==> src/rtl/btn_step_conditioner.sv <==
// Button/direction input conditioner: 2-flop synchronisers, counting debouncers,
// and a press/auto-repeat FSM producing single-cycle step pulses for the counter.
module btn_step_conditioner #(
  parameter int DEBOUNCE_CYCLES = 16,
  parameter int REPEAT_DELAY    = 64,
  parameter int REPEAT_RATE     = 16
) (
  input  logic clk,
  input  logic rst_n,
  input  logic ena,
  input  logic btn_raw,
  input  logic dir_raw,
  output logic step,
  output logic dir,
  output logic pressed,
  output logic repeating
);

  // state  | meaning
  // IDLE   | waiting for a fresh debounced press with ena high
  // DELAY  | first step issued, counting down to the first auto-repeat
  // REPEAT | button held, issuing a step every REPEAT_RATE cycles
  typedef enum logic [1:0] {IDLE, DELAY, REPEAT} state_t;

  localparam int DTW  = $clog2(DEBOUNCE_CYCLES + 1);
  localparam int RMAX = (REPEAT_DELAY > REPEAT_RATE) ? REPEAT_DELAY : REPEAT_RATE;
  localparam int RTW  = $clog2(RMAX + 1);
  localparam logic [DTW-1:0] DB_LAST    = DTW'(DEBOUNCE_CYCLES - 1);
  localparam logic [RTW-1:0] DELAY_LAST = RTW'(REPEAT_DELAY - 1);
  localparam logic [RTW-1:0] RATE_LAST  = RTW'(REPEAT_RATE - 1);

  // channel 0 = button, channel 1 = direction
  logic [1:0]     sync1, sync2, stable, flip;
  logic [DTW-1:0] db_timer [2];
  logic           btn_rise, btn_fall;

  state_t         state_q, state_d;
  logic [RTW-1:0] rtimer_q, rtimer_d;
  logic           step_q, step_d;

  always_comb begin
    for (int i = 0; i < 2; i++) begin
      flip[i] = (sync2[i] != stable[i]) && (db_timer[i] == DB_LAST);
    end
  end

  // Edges are taken from the flip about to happen so step lines up with pressed.
  assign btn_rise = flip[0] &&  sync2[0];
  assign btn_fall = flip[0] && !sync2[0];

  always_ff @(posedge clk) begin
    if (!rst_n) begin
      sync1  <= '0;
      sync2  <= '0;
      stable <= '0;
      for (int i = 0; i < 2; i++) db_timer[i] <= '0;
    end else begin
      sync1 <= {dir_raw, btn_raw};
      sync2 <= sync1;
      for (int i = 0; i < 2; i++) begin
        if (sync2[i] == stable[i]) begin
          db_timer[i] <= '0;
        end else if (flip[i]) begin
          stable[i]   <= sync2[i];
          db_timer[i] <= '0;
        end else begin
          db_timer[i] <= db_timer[i] + 1'b1;
        end
      end
    end
  end

  always_ff @(posedge clk) begin
    if (!rst_n) begin
      state_q  <= IDLE;
      rtimer_q <= '0;
      step_q   <= 1'b0;
    end else begin
      state_q  <= state_d;
      rtimer_q <= rtimer_d;
      step_q   <= step_d;
    end
  end

  always_comb begin
    state_d  = state_q;
    rtimer_d = rtimer_q;
    step_d   = 1'b0;
    // Release or disable wins over any coincident step.
    if (btn_fall || !ena) begin
      state_d  = IDLE;
      rtimer_d = '0;
    end else begin
      case (state_q)
        IDLE: begin
          if (btn_rise) begin
            step_d   = 1'b1;
            rtimer_d = '0;
            state_d  = DELAY;
          end
        end
        DELAY: begin
          if (rtimer_q == DELAY_LAST) begin
            step_d   = 1'b1;
            rtimer_d = '0;
            state_d  = REPEAT;
          end else begin
            rtimer_d = rtimer_q + 1'b1;
          end
        end
        REPEAT: begin
          if (rtimer_q == RATE_LAST) begin
            step_d   = 1'b1;
            rtimer_d = '0;
          end else begin
            rtimer_d = rtimer_q + 1'b1;
          end
        end
        default: begin
          state_d  = IDLE;
          rtimer_d = '0;
        end
      endcase
    end
  end

  assign step      = step_q;
  assign pressed   = stable[0];
  assign dir       = stable[1];
  assign repeating = (state_q == REPEAT);

endmodule

==> config.mk <==
export PLATFORM = sky130hd
export DESIGN_NAME = btn_step_conditioner
export DESIGN_NICKNAME = d
export VERILOG_FILES = /design/src/rtl/btn_step_conditioner.sv
export SDC_FILE = /design/constraint.sdc
export NUM_CORES = 1
export LEC_CHECK = 0
export CORE_UTILIZATION = 40
export DETAILED_ROUTE_END_ITERATION = 12
export HOLD_SLACK_MARGIN = 0.12
export PLACE_DENSITY = 0.67
export SETUP_SLACK_MARGIN = 0.2
export SLEW_MARGIN = 20
export SYNTH_ARGS = -nofsm -noshare
export SYNTH_HDL_FRONTEND = slang
export SYNTH_SLANG_ARGS = --single-unit
==> constraint.sdc <==
create_clock -name clk -period 4.7 [get_ports clk]
set_clock_uncertainty 0.05 [all_clocks]
set_input_delay 0.94 -clock clk [delete_from_list [all_inputs] [get_ports clk]]
set_output_delay 0.94 -clock clk [all_outputs]
set_load 0.05 [all_outputs]
* Yosys cells after proc, flatten, opt, wreduce, memory -nomap -nowiden
Memory sizes are Yosys's and may differ from the RTL's. Cells that the tools add are included.
Operators by class: muxes and demuxes 40, bitwise gates (word level) 10, equal/unequal tests 12, $add $sub $neg 3, reduce and logical (&&, ||, !) cells 12
Operators by type and width (count):
- 5-bit 2-to-1 mux | 6
- 1-bit 2-to-1 mux | 26
- 7-bit 2-to-1 mux | 3
- 7-bit case mux with 3 select lines | 1
- 5-bit by 1-bit adder with 5-bit output (second input constant) | 2
- 5-bit by 4-bit == test with 1-bit output (second input constant) | 2
- 7-bit by 1-bit adder with 7-bit output (second input constant) | 1
- 7-bit by 4-bit == test with 1-bit output (second input constant) | 1
- 7-bit by 6-bit == test with 1-bit output (second input constant) | 1
- 1-bit OR | 6
- 2-bit case mux with 3 select lines | 1
- 1-bit logical AND | 4
- 2-bit 2-to-1 mux | 2
- 2-bit inequality test (second input constant) | 2
- 1-bit inverter | 4
- 2-bit AND reduction | 2
- 1-bit case mux with 3 select lines | 1
- 3-bit AND reduction | 1
- 1-bit == test | 2
- 2-bit by 1-bit == test with 1-bit output (second input constant) | 1
- 2-bit == test (second input constant) | 1
- 1-bit zero test | 2
- 2-bit zero test | 1
- 1-bit inequality test | 2
- other kinds (2) | 2
Word-level totals: bits in registers 16, bits of input ports 5, bits in writable memories 10, memories kept 1
Memories:
- db_timer | depth 2, bits a word 5, rd ports 2, clocked after memory_dff 0, wr ports 2, line 34 | logic [DTW-1:0] db_timer [2];

* Logic depth before layout (Yosys ltp)
Gate-level depths: netlist (run 1).
depth after elaboration 8, mapped depth 8, gate-level depth less buffers 7

* Worst setup path after synthesis (run 1)
OpenSTA, ideal clock, no wires.
path type register -> output, from register state_q[0], to output port repeating, slack 2.779 ns, data required time 3.710 ns, stages on the path, launching flop included 3, data arrival time 0.931 ns, cells stage by stage dfxtp_1 > inv_1 > ha_1
Between the ends: longest elaborated chain between the ends 1
RTL lines:
- from (decl) | line 37 | state_t state_q, state_d;
- from (signal assigned) | line 79 | state_q <= state_d;
- 2-bit == test | line 130 | assign repeating = (state_q == REPEAT);
- to (decl) | line 16 | output logic repeating
Every way passes these cells.

* Final worst setup path (run 1)
Same ends and word-level chain as after synthesis.

==> impl_metrics.csv, run 1 <==
group,metric,value,unit
status,outcome,"completed",
critical_path,required,3.71,ns
placed_design,dp_hpwl,1730,um
final_layout,final_cell_mix,"16 x dfxtp_1, 14 x nor2_1, 11 x nand2_1",
floorplan,coreArea,3103,um2
critical_path,cp-end-kind,"output port",
timing,fin_crit,2.944,ns
floorplan,start_util,42.58,%
power_and_ir_drop,power.density,247.3,nW/um2
yosys,syn_area_per_cell,9.715,um2
hold_path,min_to,"sync2[1]$_SDFF_PN0_",
power_and_ir_drop,p_sw,0.07930,mW
yosys,synth_adder_area_share,8.523,%
critical_path,worstPathMaxFanout,7,
timing,tightest_slew,1.004,ns
critical_path,reg2reg_slack,2.54,ns
hold_path,hold_path_depth,1,
route,wl,2479,um
critical_path,slowest_delay,0.85,ns
global_route,grt_pass1_wl,3967,um
yosys,synth_cell_types,31,
critical_path,crit_path_start_kind,"flop",
yosys,yosysWarnings,0,
timing,holdWs,0.4020,ns
clock_network,clock-root-buffer,"clkbuf_4",
power_and_ir_drop,ir_worst_vdd,0.08887,mV
floorplan,num_rows,20,
critical_path,cp_cell_sequence,"inv_1 -> ha_1 -> clkdlybuf4s50_1",
yosys,synthXorXnorAreaFrac,3.977,%
yosys,synthCells,136,
clock_network,numCtsBuffers,3,
final_layout,final_nets,168,
timing,finalCritPeriodShare,62.64,%
floorplan,die-area,3537,um2
final_layout,post-route-util,48.67,%
final_layout,antenna-diode-count,0,
critical_path,crit_start,"state_q[0]$_SDFFE_PP0P_",
job,drv_cap,0,
placed_design,placedCellCount,193,
placed_design,gp_congestion,0.8144,
critical_path,worst_r2r_endpoint,"rtimer_q[3]$_SDFFE_PP0P_",
timing,rsz0062_at_grt,"false",
critical_path,crit_type,"reg -> out",
route,antenna_left,0,
route,viasPerCell,5.315,
clock_network,hold_buffers,0,
critical_path,worst-path-buf-inv,2,
floorplan,io_pins,9,
global_route,grtUsageTotal,15.02,%
clock_network,cts_tree,"built",
route,drc_errors,0,
timing,clock.fmax,339.7,MHz
clock_network,clk_pin_slew,0.14,ns
critical_path,timing.rr.start,"rtimer_q[0]$_SDFFE_PP0P_",
clock_network,ctsHtreeMaxLevel,1,
yosys,ys_ff_latch,26,
critical_path,worstPathArrival,1.95,ns
clock_network,clkLatencyLatePin,0.33,ns
power_and_ir_drop,p_int,0.2942,mW
power_and_ir_drop,power_frac_clock,30.9,%
yosys,synth_top_family_by_area,"simple AND/OR/NAND/NOR gates",
final_layout,final_common_cell,"dfxtp_1",
route,firstDrtPassIters,4,
global_route,antenna_found_initial,0,
power_and_ir_drop,sw_frac_of_total,21.23,%
yosys,synth_compound_area_share,15.72,%
hold_path,hold_start,"sync1[1]$_SDFF_PN0_",
power_and_ir_drop,p_seq_share,64.9,%
critical_path,critPathSlowestCell,"clkdlybuf4s50_1",
yosys,ys_seq_area_share,46.97,%
timing,finalSetupTns,0,ns
global_route,grt_pass1_vias,983,
timing,finalSetupViolCount,0,
power_and_ir_drop,p_leak,0.5605,nW
route,vias,1047,
route,drt-initial-drc-count,39,
final_layout,drive_gt1_share,3.922,%
global_route,grt_max_degree,15,
clock_network,numClockSinks,26,
timing,slew_headroom,32.72,%
hold_path,hold_class,"reg -> reg",
clock_network,cts_resized,0,
global_route,overflow,0,
timing,finalHoldViolations,0,
clock_network,postCtsSetupRepairBufs,0,
timing,slew_violations,0,
final_layout,post_layout_nonfiller_instances,197,
final_layout,synthToLayoutAreaGrowth,14.30,%
placed_design,io_buffers,8,
critical_path,reg2regPathDepth,5,
critical_path,path_delay_family,"buffers and inverters",
power_and_ir_drop,p_comb_share,4.2,%
yosys,syn_area,1321,um2
floorplan,die_h,59.48,um
yosys,synth_mux_area_share,1.515,%
yosys,synthSimpleGateAreaFrac,19.51,%
clock_network,clockBufferDepth,2,
route,wl_per_cell,12.58,um
floorplan,die-width,59.48,um
## worst max-delay path by stage
stage                      endpoint  slack [ns]  cells after the start
after floorplan           repeating        2.78                      2
after global placement    repeating        2.22                      3
after detailed placement  repeating        2.16                      3
after CTS                 repeating        1.77                      3
after global routing      repeating        1.71                      3
final                     repeating        1.76                      3
## metrics by stage
| stage | power (mW) | setup WS [ns] | cell area [um2] |
|---|---|---|---|
| global placement | 0.2620 | 2.217 | 1474 |
| CTS | 0.3769 | 1.769 | 1510 |
| finish | 0.3735 | 1.756 | 1510 |
| detailed placement | 0.2630 | 2.157 | 1474 |
| global route | 0.3866 | 1.706 | 1510 |
| floorplan | 0.2567 | 2.779 | 1355 |
## layout make-up
class,count,area [um2]
fill,304,1593
tap,44,55.05
sequential,26,620.6
inverter,8,30.03
timing repair buffer,8,80.08
clock buffer,4,36.28
multi-input combinational,107,688.2
## worst reg2reg max path: stages, from the launching register on
cell       delay, ns
dfxtp_1         0.36
ha_1            0.26
and4b_4         0.23
a31oi_1         0.76
o2111ai_1       0.23
a31oi_1         0.20
## power groups by stage
| stage | logic [mW] | clock network [mW] | registers [mW] |
|---|---|---|---|
| 6_report | 0.0156 | 0.116 | 0.242 |
| 5_1_grt | 0.0177 | 0.126 | 0.243 |
| 4_1_cts | 0.0156 | 0.119 | 0.242 |
| 3_5_place_dp | 0.0155 | 0 | 0.247 |
| 3_3_place_gp | 0.0148 | 0 | 0.247 |
| 2_1_floorplan | 0.0101 | 0 | 0.247 |
## layer usage
layer | share of wire, % | global-route usage, % | wire length [um] | up-vias
met5 | 0 | 0 | 0 | -
met4 | 2.0 | 9.184 | 49 | 0
met3 | 5.6 | 2.838 | 140 | 7
met2 | 49 | 26.97 | 1227 | 33
met1 | 43 | 16.10 | 1061 | 491
li1 | - | - | - | 516
## Yosys cell counts
library cell  instances  area (um2)
mux2i_1               2       20.02
and4b_4               1       13.76
o221ai_1              1       8.760
and3_1                2       12.51
nor2_1               14       52.55
nand3b_1              3       22.52
nand4_1               1       6.260
edfxtp_1             10       300.3
and2_1                6       37.54
a21boi_2              1       11.26
clkbuf_1              3       11.26
nor2b_1               3       18.77
a21oi_1               7       35.03
xnor2_1               2       17.52
dfxtp_1              16       320.3
a31oi_1               5       31.28
buf_2                 1       5.000
o2111ai_1             6       52.55
a211oi_1              2       15.01
a221oi_1              1       8.760
ha_1                  9       112.6
nand2_1              11       41.29
conb_1                1       3.750
inv_1                 8       30.03
nand3_1               4       20.02
o21a_1                2       15.01
or3_1                 1       6.260
xor2_1                4       35.03
nand2b_1              1       6.260
nor3_1                4       20.02
o211ai_1              4       30.03
## sequential cells by signal (all words and copies together), names as in the netlist
name and cells:
sync1 2, rtimer_q 7, stable 2, db_timer 10, state_q 2, sync2 2, step 1
## cell families after synthesis
logic type      after synthesis
other cells                   1
buf+inv                      12
flops                        26
xor+xnor                      6
compound gates               29
fa+ha+maj                     9
simple gates                 51
mux                           2
Note: power is estimated with default switching activity, not from simulation.
==> run 2, diff against run 1 <==
--- a/config.mk
+++ b/config.mk
@@ -8,7 +8,7 @@
 export CORE_UTILIZATION = 40
 export DETAILED_ROUTE_END_ITERATION = 12
 export HOLD_SLACK_MARGIN = 0.12
-export PLACE_DENSITY = 0.67
+export PLACE_DENSITY = 0.69
 export SETUP_SLACK_MARGIN = 0.2
 export SLEW_MARGIN = 20
 export SYNTH_ARGS = -nofsm -noshare
==> constraint.sdc (replaced) <==
create_clock -name clk -period 2.45 [get_ports clk]
set_clock_uncertainty 0.05 [all_clocks]
set_input_delay 0.49 -clock clk [delete_from_list [all_inputs] [get_ports clk]]
set_output_delay 0.49 -clock clk [all_outputs]
set_load 0.05 [all_outputs]
==> run 2 against run 1 <==
Against the previous run: count of clock-buffer cells in the layout decreased by 1; first-iteration DRC count decreased by 10%; combinational power increased by 96%; critical endpoint unchanged; cell area increased by 0.17%; sequential cell count unchanged.
==> impl_metrics.csv, run 2 (synthesis gave the netlist of run 1 again) <==
group,metric,value,unit
status,outcome,"completed",
floorplan,start_util,42.58,%
timing,finalSetupTns,0,ns
global_route,antenna_found_initial,0,
final_layout,post-route-util,48.75,%
timing,holdWs,0.4022,ns
clock_network,numCtsBuffers,3,
floorplan,die-width,59.48,um
clock_network,ctsHtreeMaxLevel,1,
final_layout,final_common_cell,"dfxtp_1",
route,antenna_left,0,
final_layout,final_nets,169,
clock_network,clock-root-buffer,"clkbuf_4",
floorplan,num_rows,20,
critical_path,worst-path-buf-inv,2,
global_route,grtUsageTotal,15.36,%
critical_path,reg2regPathDepth,6,
global_route,overflow,0,
job,drv_cap,0,
timing,rsz0062_at_grt,"false",
placed_design,gp_congestion,0.7884,
timing,clock.fmax,467.3,MHz
timing,slew_headroom,60.38,%
timing,finalCritPeriodShare,87.34,%
final_layout,largest_register,"db_timer",
route,viasPerCell,5.227,
route,drc_errors,0,
critical_path,slowest_delay,0.55,ns
route,firstDrtPassIters,4,
floorplan,coreArea,3103,um2
critical_path,cp.depth,3,
power_and_ir_drop,power.density,454.1,nW/um2
route,wl_per_cell,12.04,um
critical_path,crit_path_start_kind,"flop",
hold_path,hold_path_depth,1,
floorplan,die_h,59.48,um
power_and_ir_drop,ir_worst_vdd,0.2168,mV
hold_path,hold_class,"reg -> reg",
critical_path,crit_type,"reg -> out",
critical_path,worstPathMaxFanout,7,
placed_design,io_buffers,8,
global_route,grt_max_degree,15,
critical_path,required,1.91,ns
timing,tightest_slew,0.5924,ns
clock_network,cts_tree,"built",
placed_design,dp_hpwl,1726,um
power_and_ir_drop,p_leak,0.5646,nW
route,wl,2383,um
clock_network,postCtsSetupRepairBufs,0,
critical_path,critPathSlowestCell,"dlygate4sd2_1",
timing,slew_violations,0,
timing,finalHoldViolations,0,
final_layout,drive_gt1_share,4.545,%
clock_network,clk_pin_slew,0.15,ns
clock_network,clockBufferDepth,2,
final_layout,post-route-cell-area,1513,um2
final_layout,final_cell_mix,"16 x dfxtp_1, 14 x nor2_1, 11 x nand2_1",
final_layout,synthToLayoutAreaGrowth,14.49,%
critical_path,cp_cell_sequence,"inv_1 -> ha_1 -> dlygate4sd2_1",
critical_path,cp-end-kind,"output port",
route,drt-initial-drc-count,35,
clock_network,numClockSinks,26,
final_layout,largest_reg_flops,10,
clock_network,hold_buffers,0,
global_route,grt_pass1_wl,4098,um
placed_design,place_area,1481,um2
route,vias,1035,
floorplan,die-area,3537,um2
final_layout,antenna-diode-count,0,
global_route,grt_pass1_vias,1015,
critical_path,path_delay_family,"buffers and inverters",
critical_path,worstPathArrival,1.60,ns
final_layout,reg_top3,"db_timer x10, rtimer_q x7",
timing,fin_crit,2.140,ns
clock_network,clkLatencyLatePin,0.33,ns
timing,finalSetupViolCount,0,
floorplan,io_pins,9,
-- run 2: worst paths after layout --
path | from | end | slack (ns)
worst max-delay path | state_q[0]$_SDFFE_PP0P_ | repeating | 0.31
worst min-delay path | sync1[1]$_SDFF_PN0_ | sync2[1]$_SDFF_PN0_ | 0.40
worst max register to register | db_timer[0][0]$_SDFFCE_PN0P_ | state_q[0]$_SDFFE_PP0P_ | 0.41
worst min register to register | sync1[1]$_SDFF_PN0_ | sync2[1]$_SDFF_PN0_ | 0.40
-- run 2: power by group --
group          leakage (nW)  switching (mW)  internal (mW)
clock                0.0154           0.132         0.0598
sequential            0.233         0.00586          0.459
combinational         0.316          0.0151         0.0154
-- run 2: metrics by stage --
step,setup WS [ns],cells,total power [mW]
global route,0.2272,198,0.7167
detailed placement,0.3735,194,0.5047
finish,0.3101,198,0.6869
floorplan,0.6341,145,0.4924
CTS,0.3013,198,0.6959
global placement,0.4313,194,0.5033
-- run 2: worst reg2reg max path, stage by stage (launching register included) --
cell,delay (ns)
edfxtp_1,0.40
ha_1,0.18
and3_1,0.16
ha_1,0.21
nand3b_1,0.25
or3_1,0.42
a211oi_1,0.27
-- run 2: area by class of cell --
class	count	area, um2
repair buffers	9	86.33
multi-input cells	107	694.4
flip-flops and latches	26	620.6
inverters	8	30.03
clock inverters	1	3.754
well taps	44	55.05
clock buffers	3	22.52
fillers	323	1590
-- run 2: routing by layer --
metal  global-route usage (%)  routed length, um  share of wire [%]  up-vias
met5                        0                  0                  0        -
met4                    7.483                 28                1.2        0
met3                    1.965                 82                3.4        4
met2                    27.45               1210                 51       20
met1                    17.91               1061                 45      495
li1                         -                  -                  -      516
-- run 2: what timing repair did --
action                                 CTS  global route
endpoints found under the hold margin    0             0
cloned                                   0             0
gates resized for setup                  1             1
setup endpoints to repair                1             4
